===== config.mk =====
export PLATFORM = sky130hd
export DESIGN_NAME = fetch_unit
export DESIGN_NICKNAME = d
export VERILOG_FILES = /design/src/rtl/fetch_unit.sv
export SDC_FILE = /design/constraint.sdc
export NUM_CORES = 1
export LEC_CHECK = 0
export CORE_MARGIN = 4
export CORE_UTILIZATION = 51
export CTS_CLUSTER_DIAMETER = 100
export CTS_CLUSTER_SIZE = 16
export DETAILED_ROUTE_END_ITERATION = 10
export MAX_ROUTING_LAYER = met4
export PLACE_DENSITY = 0.79
export RECOVER_POWER = 100
export SKIP_LAST_GASP = 1
export SLEW_MARGIN = 25
export SYNTH_ARGS = -nofsm -noshare
export SYNTH_HDL_FRONTEND = slang
export SYNTH_SLANG_ARGS = --single-unit

===== constraint.sdc =====
create_clock -name clk -period 2.5 [get_ports clk]
set_input_delay 0.5 -clock clk [delete_from_list [all_inputs] [get_ports clk]]
set_output_delay 0.5 -clock clk [all_outputs]
set_load 0.01 [all_outputs]

===== src/rtl/fetch_unit.sv =====
// Instruction fetch stage: PC, imem request/ready handshake, IF/ID output regs, 1-entry skid, branch flush.
// Optional HALT-opcode stop is enabled by defining FETCH_HALT_EN.
module fetch_unit #(
  parameter int unsigned           PC_WIDTH = 8,
  parameter logic [PC_WIDTH-1:0]   RESET_PC = '0
) (
  input  logic                clk,
  input  logic                rst,
  input  logic                stall,
  input  logic                branch_taken,
  input  logic [PC_WIDTH-1:0] branch_target,
  output logic                imem_req,
  output logic [PC_WIDTH-1:0] imem_addr,
  input  logic                imem_ready,
  input  logic [15:0]         imem_rdata,
  output logic [15:0]         instr,
  output logic                instr_valid,
  output logic [PC_WIDTH-1:0] pc_out,
  output logic                halted
);

  typedef enum logic [1:0] {S_IDLE, S_REQ, S_DROP, S_HALT} state_t;

  state_t              state, next_state;
  logic [PC_WIDTH-1:0] pc;
  logic [PC_WIDTH-1:0] drop_addr;
  logic                skid_valid;
  logic [15:0]         skid_instr;
  logic [PC_WIDTH-1:0] skid_pc;
  logic                accept;
  logic                branch_live;
  logic                advance;
  logic                halt_hit;

  // While draining an abandoned request the address must stay on the old PC,
  // even if further branches move pc on.
  assign imem_addr   = (state == S_DROP) ? drop_addr : pc;
  assign branch_live = branch_taken && (state != S_HALT);
  assign accept      = (state == S_REQ) && imem_req && imem_ready && !branch_taken;
  assign advance     = !stall || !instr_valid;

`ifdef FETCH_HALT_EN
  assign halt_hit = accept && (imem_rdata[15:12] == 4'b1111);
`else
  assign halt_hit = 1'b0;
`endif

  always_comb begin
    imem_req   = 1'b0;
    next_state = state;
    case (state)
      S_IDLE: next_state = S_REQ;
      S_REQ: begin
        imem_req = !skid_valid;
        if (branch_taken)
          next_state = (!skid_valid && !imem_ready) ? S_DROP : S_REQ;
        else if (halt_hit)
          next_state = S_HALT;
      end
      S_DROP: begin
        imem_req = 1'b1;
        if (imem_ready)
          next_state = S_REQ;
      end
      S_HALT: next_state = S_HALT;
      default: next_state = S_IDLE;
    endcase
  end

  always_ff @(posedge clk) begin
    if (rst) begin
      state       <= S_IDLE;
      pc          <= RESET_PC;
      drop_addr   <= '0;
      skid_valid  <= 1'b0;
      skid_instr  <= '0;
      skid_pc     <= '0;
      instr       <= '0;
      instr_valid <= 1'b0;
      pc_out      <= '0;
    end else begin
      state <= next_state;

      if (branch_live)
        pc <= branch_target;
      else if (accept)
        pc <= pc + PC_WIDTH'(1);

      if ((state == S_REQ) && (next_state == S_DROP))
        drop_addr <= pc;

      if (branch_live) begin
        instr       <= '0;
        instr_valid <= 1'b0;
        skid_valid  <= 1'b0;
      end else if (advance) begin
        if (skid_valid) begin
          instr       <= skid_instr;
          pc_out      <= skid_pc;
          instr_valid <= 1'b1;
          skid_valid  <= 1'b0;
        end else if (accept) begin
          instr       <= imem_rdata;
          pc_out      <= pc;
          instr_valid <= 1'b1;
        end else begin
          instr       <= '0;
          instr_valid <= 1'b0;
        end
      end else if (accept) begin
        skid_instr <= imem_rdata;
        skid_pc    <= pc;
        skid_valid <= 1'b1;
      end
    end
  end

`ifdef FETCH_HALT_EN
  always_ff @(posedge clk) begin
    if (rst)
      halted <= 1'b0;
    else if (halt_hit)
      halted <= 1'b1;
  end
`else
  assign halted = 1'b0;
`endif

endmodule


-- After elaboration in Yosys (flattened, before gate mapping)
Cells that the tools add are included.
- add/subtract/negate cells: 1
- order comparisons: 0
- reductions and logical operators: 19
- div/mod/pow operators: 0
- equal/unequal tests: 5
- bitwise gates (word level): 2
- muxes and demuxes: 14
- shifts and indexed selects: 0
- $mul: 0
- operators with widths (kind ; count):
    two-way mux 8 bit ; 5
    two-way mux 16 bit ; 2
    adder 8 x 1 -> 8 bit, second input constant ; 1
    one-hot mux 2 bit (4 select lines) ; 1
    equality test 2 bit, second input constant ; 3
    logical AND 1 bit ; 6
    two-way mux 2 bit ; 3
    AND reduction 3 bit ; 2
    zero test 1 bit ; 5
    nonzero test 2 bit ; 2
    OR reduction 3 bit ; 1
    equality test 2 x 1 -> 1 bit, second input constant ; 1
    zero test 2 bit ; 1
    two-way mux 1 bit ; 2
    inequality test 2 bit, second input constant ; 1
    inverter 1 bit ; 2
    one-hot mux 1 bit (2 select lines) ; 1
    OR reduction 2 bit ; 1
    logical OR 1 bit ; 1
- latch bits: 0
- ROM bits: 0
- memories: 0
- logic and storage cells: 50
- input port bits: 29
- output and inout bits: 35
- bits in writable memories: 0
- bits in registers: 68

-- Logic depth before layout (Yosys ltp)
Gate-level depths: netlist of run 1.
- depth after elaboration: 7
- mapped depth: 8
- depth with buffers taken out: 6

-- Worst setup path after synthesis of run 1
OpenSTA, ideal clock, no wires.
- path kind: reg2reg
- start point: register state[0]
- end point: register pc[6]
- arrival: 1779 ps
- path buffers: 1
- library setup time: 70 ps
- setup slack: 651 ps
- cell stages (with the launch flop): 8
- data required time: 2430 ps
- clock period less this slack: 1849 ps
- cell sequence: dfxtp_1 -> inv_1 -> ha_1 -> nand4b_4 -> buf_6 -> nor4_1 -> mux2_2 -> a21oi_1
- word-level cells in the longest chain between the ends: 6
- elaborated cells on any way between the ends: 10
- those cells by class: 3 x eq/ne; 2 x mux; 5 x reduce/logical
- ends and longest elaborated chain (what ; RTL line ; text):
    start: declaration ; 24 ; state_t state, next_state;
    start signal: assignment ; 82 ; state <= next_state;
    equality test 2 bit / equality test 2 x 1 -> 1 bit (equally long branches) ; 51, 39 ;
    one-hot mux 1 bit (2 select lines) ; 51 ; case (state)
    logical AND 1 bit (3 in a row) ; 39 ; assign accept = (state == S_REQ) && imem_req && imem_ready && !branch_taken;
    nonzero test 2 bit (no source line) ; n/a ;
    end signal: assignment ; 85 ; pc <= branch_target;
    end signal: assignment ; 87 ; pc <= pc + PC_WIDTH'(1);
    end: declaration ; 25 ; logic [PC_WIDTH-1:0] pc;
Several ways; a longest one is shown, not always the timed one.
A chain may end at the register's enable or synchronous reset.

-- Worst setup path in the final report of run 1
- start point: register state[0]
- end point: output port imem_addr[5]
- word-level cells in the longest chain between the ends: 2
- ends and longest elaborated chain (what ; RTL line ; text):
    equality test 2 bit ; 37 ; assign imem_addr = (state == S_DROP) ? drop_addr : pc;
    two-way mux 8 bit ; 37 ;
    end: declaration ; 13 ; output logic [PC_WIDTH-1:0] imem_addr,
Every way passes these cells.

==> results of run 1 <==
==> registers in the layout, indices dropped and copies added (netlist names) <==
name         flops
pc               8
skid_valid       1
instr           16
pc_out           8
drop_addr        8
state            2
skid_instr      16
instr_valid      1
skid_pc          8
==> timing repair <==
action                     CTS  global route
pin swaps                    0             1
buffers inserted             0             2
resized for setup            1             4
setup endpoints to repair    9             9
==> per-layer routing <==
layer / share of wire (%) / wire length, um
met1: 44 / 3350
met4: 2.9 / 220
met2: 48 / 3720
met3: 5.3 / 411
met5: 0 / 0
==> report_power, final <==
part | leakage, nW | switching [mW] | internal (mW)
registers | 0.550 | 0.0195 | 1.10
clock network | 0.102 | 0.406 | 0.512
logic | 0.715 | 0.104 | 0.121
==> worst min-delay path by stage <==
stage / startpoint / to / slack [ns] / cells past startpoint
4_1_cts: skid_instr[2] / skid_instr[2] / 0.46 / 2
5_1_grt: skid_instr[5] / skid_instr[5] / 0.47 / 2
3_5_place_dp: skid_instr[2] / skid_instr[2] / 0.45 / 2
2_1_floorplan: skid_instr[0] / skid_instr[0] / 0.43 / 2
3_3_place_gp: skid_instr[2] / skid_instr[2] / 0.44 / 2
6_report: skid_instr[1] / skid_instr[1] / 0.45 / 2
==> final cells by class <==
class	instances	share of cell area (%)
multi-input cells	266	41.3
repair buffers	79	18.0
well taps	75	2.28
flip-flops and latches	68	33.1
clock inverters	4	1.16
inverters	4	0.365
clock buffers	12	3.77
==> logic make-up after synthesis <==
kind of cell / share of synthesized area, %
flops: 42.3
simple gates: 22.6
xor+xnor: 0.544
mux: 13.7
other cells: 0.117
fa+ha+maj: 1.94
buf+inv: 5.64
compound gates: 13.2
==> cell usage in the layout, fill, tap and decap left out, drive strengths merged, types with 2 or more instances in the layout <==
| cell type | n |
|---|---|
| a211oi | 12 |
| a21oi | 46 |
| nor2 | 16 |
| mux2 | 25 |
| clkdlybuf4s50 | 60 |
| xnor2 | 2 |
| nor3 | 6 |
| clkbuf | 13 |
| nand2b | 17 |
| buf | 17 |
| or2b | 2 |
| nor2b | 3 |
| o21ai | 2 |
| and4b | 2 |
| mux2i | 16 |
| clkinv | 2 |
| o211ai | 2 |
| ha | 5 |
| nor4 | 5 |
| nand3 | 19 |
| inv | 4 |
| a221oi | 2 |
| dfxtp | 68 |
| nand2 | 71 |
==> worst max-delay path, delay by kind of cell, from the launching register on <==
kind / cells / cell delay [ns]
adders and majority gates: 1 / 0.25
buffers and inverters: 2 / 0.66
DFF: 1 / 0.34
muxes: 1 / 0.35
==> results by group, run 1 <==
Global route
  – Initial antenna violation count: 0
  – Grt peak-use layer: met2
  – Met1 Use GR: between 20% and 30%
  – Largest net degree at the start of global routing: 59
  – Met2 Use GR: 32.9%
  – Vias in the first global route: about 2600
  – Total track usage: 21.2%
  – First-pass GRT wire length: about 12000 um
  – GRT overflow: 0
  – Grt met3 use: 3.50%

Floorplan
  – Initial Util: 53.4%
  – Die Ht: 87.4 um
  – Core Area: about 0.0060 mm^2
  – Full die area: around 0.0076 mm^2
  – # rows: 28
  – Chip Width: 87.4 um
  – Ports: 64

Synthesis
  – Synth top area share: 42.3%
  – Syn. warnings: 0
  – Synthesis-stage register bit count: 68
  – Commonest cells in the netlist: 71 x nand2_1, 68 x dfxtp_1, 46 x a21oi_1, 25 x mux2_2, 19 x nand3_1
  – Synth Flop Type: dfxtp_1
  – Unique masters post-synth: 43
  – Fraction of registers with async set/reset: 0%
  – Avg Inst Size Synth: ~8.7 um^2
  – Synth Cell Area: roughly 0.0032 mm^2
  – Synthesized netlist net count: 404
  – Sequential cell area fraction in the yosys report: between 40% and 50%
  – Post-Syn Instances: 370
  – Count leader, synth: nand2_1
  – Post-synth EDFFs: 0
  – Area leader, netlist: dfxtp_1
  – Synth area leaders: dfxtp_1 42%, mux2_2 8.7%, nand2_1 8.3%, a21oi_1 7.2%, mux2i_1 5.0%

Clock network
  – Clock latency on the worst-skew pair: about 0.34 ns
  – CTS tree: done
  – Cts hold-fix bufs: 0
  – CTS sink count: 68
  – Root buf cell: clkbuf_8
  – Clock Pin Slew Worst Setup and Hold Paths: ~0.08 ns
  – Longest Clk Path Bufs: 2
  – Total CTS buffers: 9
  – H-tree depth: 3

STA
  – Setup tns final: 0 ns
  – Fin. Hold Viols: 0
  – Fmax achieved: around 400 MHz
  – Endpoints failing setup: 0
  – Skew final: ~0.012 ns
  – Final Cycle Share: between 90% and 100%
  – Post-route setup slack: about 0.046 ns
  – Hold Slack: about 0.45 ns
  – Worst slew pin tran: between 0.8 and 0.9 ns
  – Final Critical Period: 2.45 ns
  – Relative slew slack: about two fifths
  – Final Max Slew Viols: 0

Placement
  – I/O Buffers: just over 60
  – Final Wtd Congestion: 0.793
  – DP Worst Slack: ~0.16 ns
  – Cells after DPL: between 400 and 500
  – Placed cell areas: approximately 0.0039 mm^2
  – DP Wirelength: between 5000 and 6000 um

Route
  – Drt wl/cell: about 15 um
  – Vias: approximately 2800
  – Final WL: 7700 um
  – Drt first pass iters: 4
  – Antenna viol nets, final: 0
  – Vias per Instance: between 5 and 6
  – # DRC: 0
  – Drt initial violations: between 150 and 200

Critical path
  – Crit-path cells: inv_1 > ha_4 > mux2_2 > clkdlybuf4s50_1
  – Crit path max fanout: 10
  – Critical path class: flip-flop to primary output
  – CP Launch Point: state[0]
  – Crit start category: flip-flop
  – Reg2Reg Depth: 7
  – Worst setup path endpoint: imem_addr[5]
  – Crit path arrival time: 1.95 ns
  – Required time of the worst setup path: about 2 ns
  – CP max stage delay: between 0.4 and 0.5 ns
  – CP max stage cell: clkdlybuf4s50_1
  – R2r startpoint: state[0]
  – RR Endpoint: pc[3]
  – CP endpoint kind: primary output
  – Reg-to-reg slack, setup: approximately 0.45 ns

Cells and area
  – # diodes: 0
  – Reg area: 0.00136 mm^2
  – Layout cells sized above 1: 15.5%
  – Total Nets Final: ~460
  – Synth-to-Final Area Change: 27.8%
  – Fillers: 498
  – Core Util, Final: 68.3%
  – Multi-input gate area: between 0.0015 and 0.002 mm^2
  – Finished Layout Cells: between 500 and 600
  – Post-Layout Inst Area: just over 0.004 mm^2

Run status
  – Outcome: completed

Job
  – Max-Cap Viols: 0

Power
  – Peak supply drop: approximately 0.42 mV
  – Static leakage: 1.37 nW
  – Power per cell area: between 500 and 600 mW/mm^2
  – Pwr Total: between 2 and 2.5 mW

Worst hold path
  – Worst hold path type: flip-flop to flip-flop
(Power assumes the default switching activity.)
==> inputs of run 2 (changes only) <==
==> constraint.sdc (replaced) <==
create_clock -name clk -period 2.5 [get_ports clk]
set_input_delay 0.25 -clock clk [delete_from_list [all_inputs] [get_ports clk]]
set_output_delay 0.25 -clock clk [all_outputs]
set_load 0.01 [all_outputs]
==> run 2 against run 1 <==
  * Cell count decreased by 1.4%
  * Clock-buffer cell count decreased by 2
  * Sequential cell count unchanged
  * Worst hold slack got worse by 0.071 ns
  * Register-to-register slack got worse by 0.20 ns
  * Combinational power decreased by 8%
  * Routed wire length decreased by 6.1%
  * Design area decreased by 2.4%
  * Setup slack improved by 0.15 ns
  * Sequential share of layout area increased by 0.80 points
  * Utilization decreased by 1.7 points
  * Highest routed layer unchanged
==> results by group, run 2 (same netlist as run 1, synthesis figures left out) <==
Run status
  – Outcome: completed

Cells and area
  – Fillers: 501 (+0.60%)
  – Most frequent cells in the layout: 71 x nand2_1, 68 x dfxtp_1, 46 x a21oi_1
  – Multi-input gate area: 0.00167 mm^2 (-2.0%)
  – Synth-to-Final Area Change: 24.7%
  – Commonest non-fill, non-tap cell in the layout: nand2_1
  – Reg area: 0.00136 mm^2 (about the same)
  – Layout cells sized above 1: 12.7% (-2.8 points)
  – Core Util, Final: 66.6% (-1.7 points)
  – Total Nets Final: 455 (-1.5%)
  – Top Registers: instr x16, skid_instr x16
  – Finished Layout Cells: 501 (-1.4%)
  – # diodes: 0 (unchanged)

Floorplan
  – Initial Util: 53.4% (unchanged)
  – Core Area: 0.00603 mm^2 (unchanged)
  – Full die area: 0.00764 mm^2 (unchanged)
  – Die Ht: 87.4 um (unchanged)
  – # rows: 28 (unchanged)
  – Chip Width: 87.4 um (unchanged)
  – Ports: 64 (unchanged)

Route
  – Drt wl/cell: 14.4 um (-4.8%)
  – Vias: 2764 (-1.9%)
  – Vias per Instance: 5.52 (-0.55%)
  – Final WL: 7240 um (-6.1%)
  – # DRC: 0 (unchanged)
  – Drt initial violations: 111 (-42%)
  – Drt first pass iters: 4 (unchanged)
  – Antenna viol nets, final: 0 (unchanged)

Critical path
  – Worst setup path endpoint: imem_addr[1]
  – Number of cells on the critical path: 4 (unchanged)
  – CP Launch Point: state[0]
  – Crit path arrival time: 2.06 ns (+0.11 ns)
  – Crit path max fanout: 13 (+3)
  – CP max stage delay: 0.48 ns (about the same)
  – Required time of the worst setup path: 2.25 ns (+0.25 ns)
  – Crit start category: flip-flop
  – CP delay by family, top: buffers and inverters
  – RR Endpoint: skid_instr[5]
  – Crit path buf inv count: 2 (unchanged)
  – CP endpoint kind: primary output
  – CP max stage cell: clkdlybuf4s50_1
  – Crit-path cells: inv_1 > ha_2 > mux2_2 > clkdlybuf4s50_1
  – Reg-to-reg slack, setup: 0.25 ns (-0.20 ns)
  – Reg2Reg Depth: 6 (-1)
  – R2r startpoint: state[0]
  – Critical path class: flip-flop to primary output

Worst hold path
  – Worst hold path type: input port to flip-flop

STA
  – Final Critical Period: 2.31 ns (-0.148 ns)
  – Endpoints failing setup: 0 (unchanged)
  – Setup tns final: 0 ns (unchanged)
  – Final Max Slew Viols: 0 (unchanged)
  – Skew final: 0.00507 ns (-0.00720 ns)
  – Final Cycle Share: 92.2% (-5.9 points)
  – Relative slew slack: 43.4% (+1.6 points)
  – RSZ-0062 raised after global routing: false
  – Post-route setup slack: 0.194 ns (+0.148 ns)
  – Worst slew pin tran: 0.850 ns (-0.0245 ns)
  – Fmax achieved: 434 MHz (+6.4%)
  – Fin. Hold Viols: 0 (unchanged)

Clock network
  – Clock latency on the worst-skew pair: 0.34 ns (about the same)
  – Cts hold-fix bufs: 0 (unchanged)
  – CTS tree: done
  – CTS sink count: 68 (unchanged)
  – H-tree depth: 3 (unchanged)
  – Longest Clk Path Bufs: 2 (unchanged)
  – Post-CTS Setup Bufs: 0 (unchanged)
  – Clock Pin Slew Worst Setup and Hold Paths: 0.07 ns (about the same)
  – Total CTS buffers: 9 (unchanged)
  – Root buf cell: clkbuf_8

Global route
  – GRT overflow: 0 (unchanged)
  – Met2 Use GR: 32.5% (-0.48 points)
  – Met1 Use GR: 26.5% (+0.22 points)
  – Grt met3 use: 5.68% (+2.2 points)
  – First-pass GRT wire length: 12400 um (+0.66%)
  – Grt peak-use layer: met2
  – Largest net degree at the start of global routing: 36 (-39%)
  – Total track usage: 21.1% (-0.065 points)
  – Vias in the first global route: 2702 (+4.7%)
  – Initial antenna violation count: 0 (unchanged)

Power
  – Power share of the sequential group: 50.2% (+0.8 points)
  – Peak supply drop: 0.396 mV (-5.2%)
  – Internal power: 1.70 mW (-2.0%)
  – Gate power share: 9.2% (-0.8 points)
  – Power per cell area: 557 mW/mm^2 (+1.4%)
  – Switching share of power: 24.2% (+0.73 points)
  – Psw: 0.541 mW (+2.0%)
  – Clk pwr share: 40.6% (about the same)
  – Static leakage: 1.41 nW (+3.0%)

Placement
  – Cells after DPL: 485 (-1.0%)
  – I/O Buffers: 62 (unchanged)
  – DP Worst Slack: 0.136 ns (-0.0275 ns)
  – DP Wirelength: 4980 um (-3.2%)
  – Final Wtd Congestion: 0.867 (+9.3%)

Job
  – Max-Cap Viols: 0 (unchanged)
## run 2: worst min path at each step
stage / startpoint / to / slack, ns / cells past startpoint
after floorplan: imem_rdata[0] / skid_instr[0] / 0.39 / 2
after global placement: skid_instr[15] / skid_instr[15] / 0.44 / 2
after detailed placement: skid_instr[2] / skid_instr[2] / 0.45 / 2
after CTS: rst / state[0] / 0.38 / 2
after global routing: rst / state[0] / 0.40 / 2
final: rst / state[0] / 0.38 / 2
## run 2: power groups by stage
stage	sequential, mW	combinational (mW)	clock, mW
2_1_floorplan	1.14	0.120	0
3_3_place_gp	1.15	0.207	0
3_5_place_dp	1.15	0.210	0
4_1_cts	1.12	0.211	0.922
5_1_grt	1.12	0.226	0.979
6_report	1.12	0.206	0.908
## run 2: per-layer routing
metal | share of wire [%] | vias up
met2 | 48 | 77
met3 | 6.0 | 10
met5 | 0 | -
li1 | - | 1372
met4 | 1.8 | 0
met1 | 44 | 1305
## run 2: stage by stage
step	cell area (um^2)	total power [mW]	hold WS (ns)
after floorplan	3220	1.26	0.386
after global placement	3840	1.35	0.438
after detailed placement	3840	1.36	0.445
after CTS	4040	2.25	0.376
after global routing	4010	2.33	0.405
final	4010	2.24	0.383
## run 2: cell type report
cell class | count | area share, %
Tap cell | 75 | 2.34
Timing Repair Buffer | 72 | 16.8
Multi-Input combinational cell | 266 | 41.5
Sequential cell | 68 | 33.9
Inverter | 4 | 0.374
Clock inverter | 6 | 1.59
Clock buffer | 10 | 3.43
## run 2: what timing repair did
item	CTS	global route
endpoints found under the setup margin	0	32
resized for setup	0	2
endpoints found under the hold margin	0	0
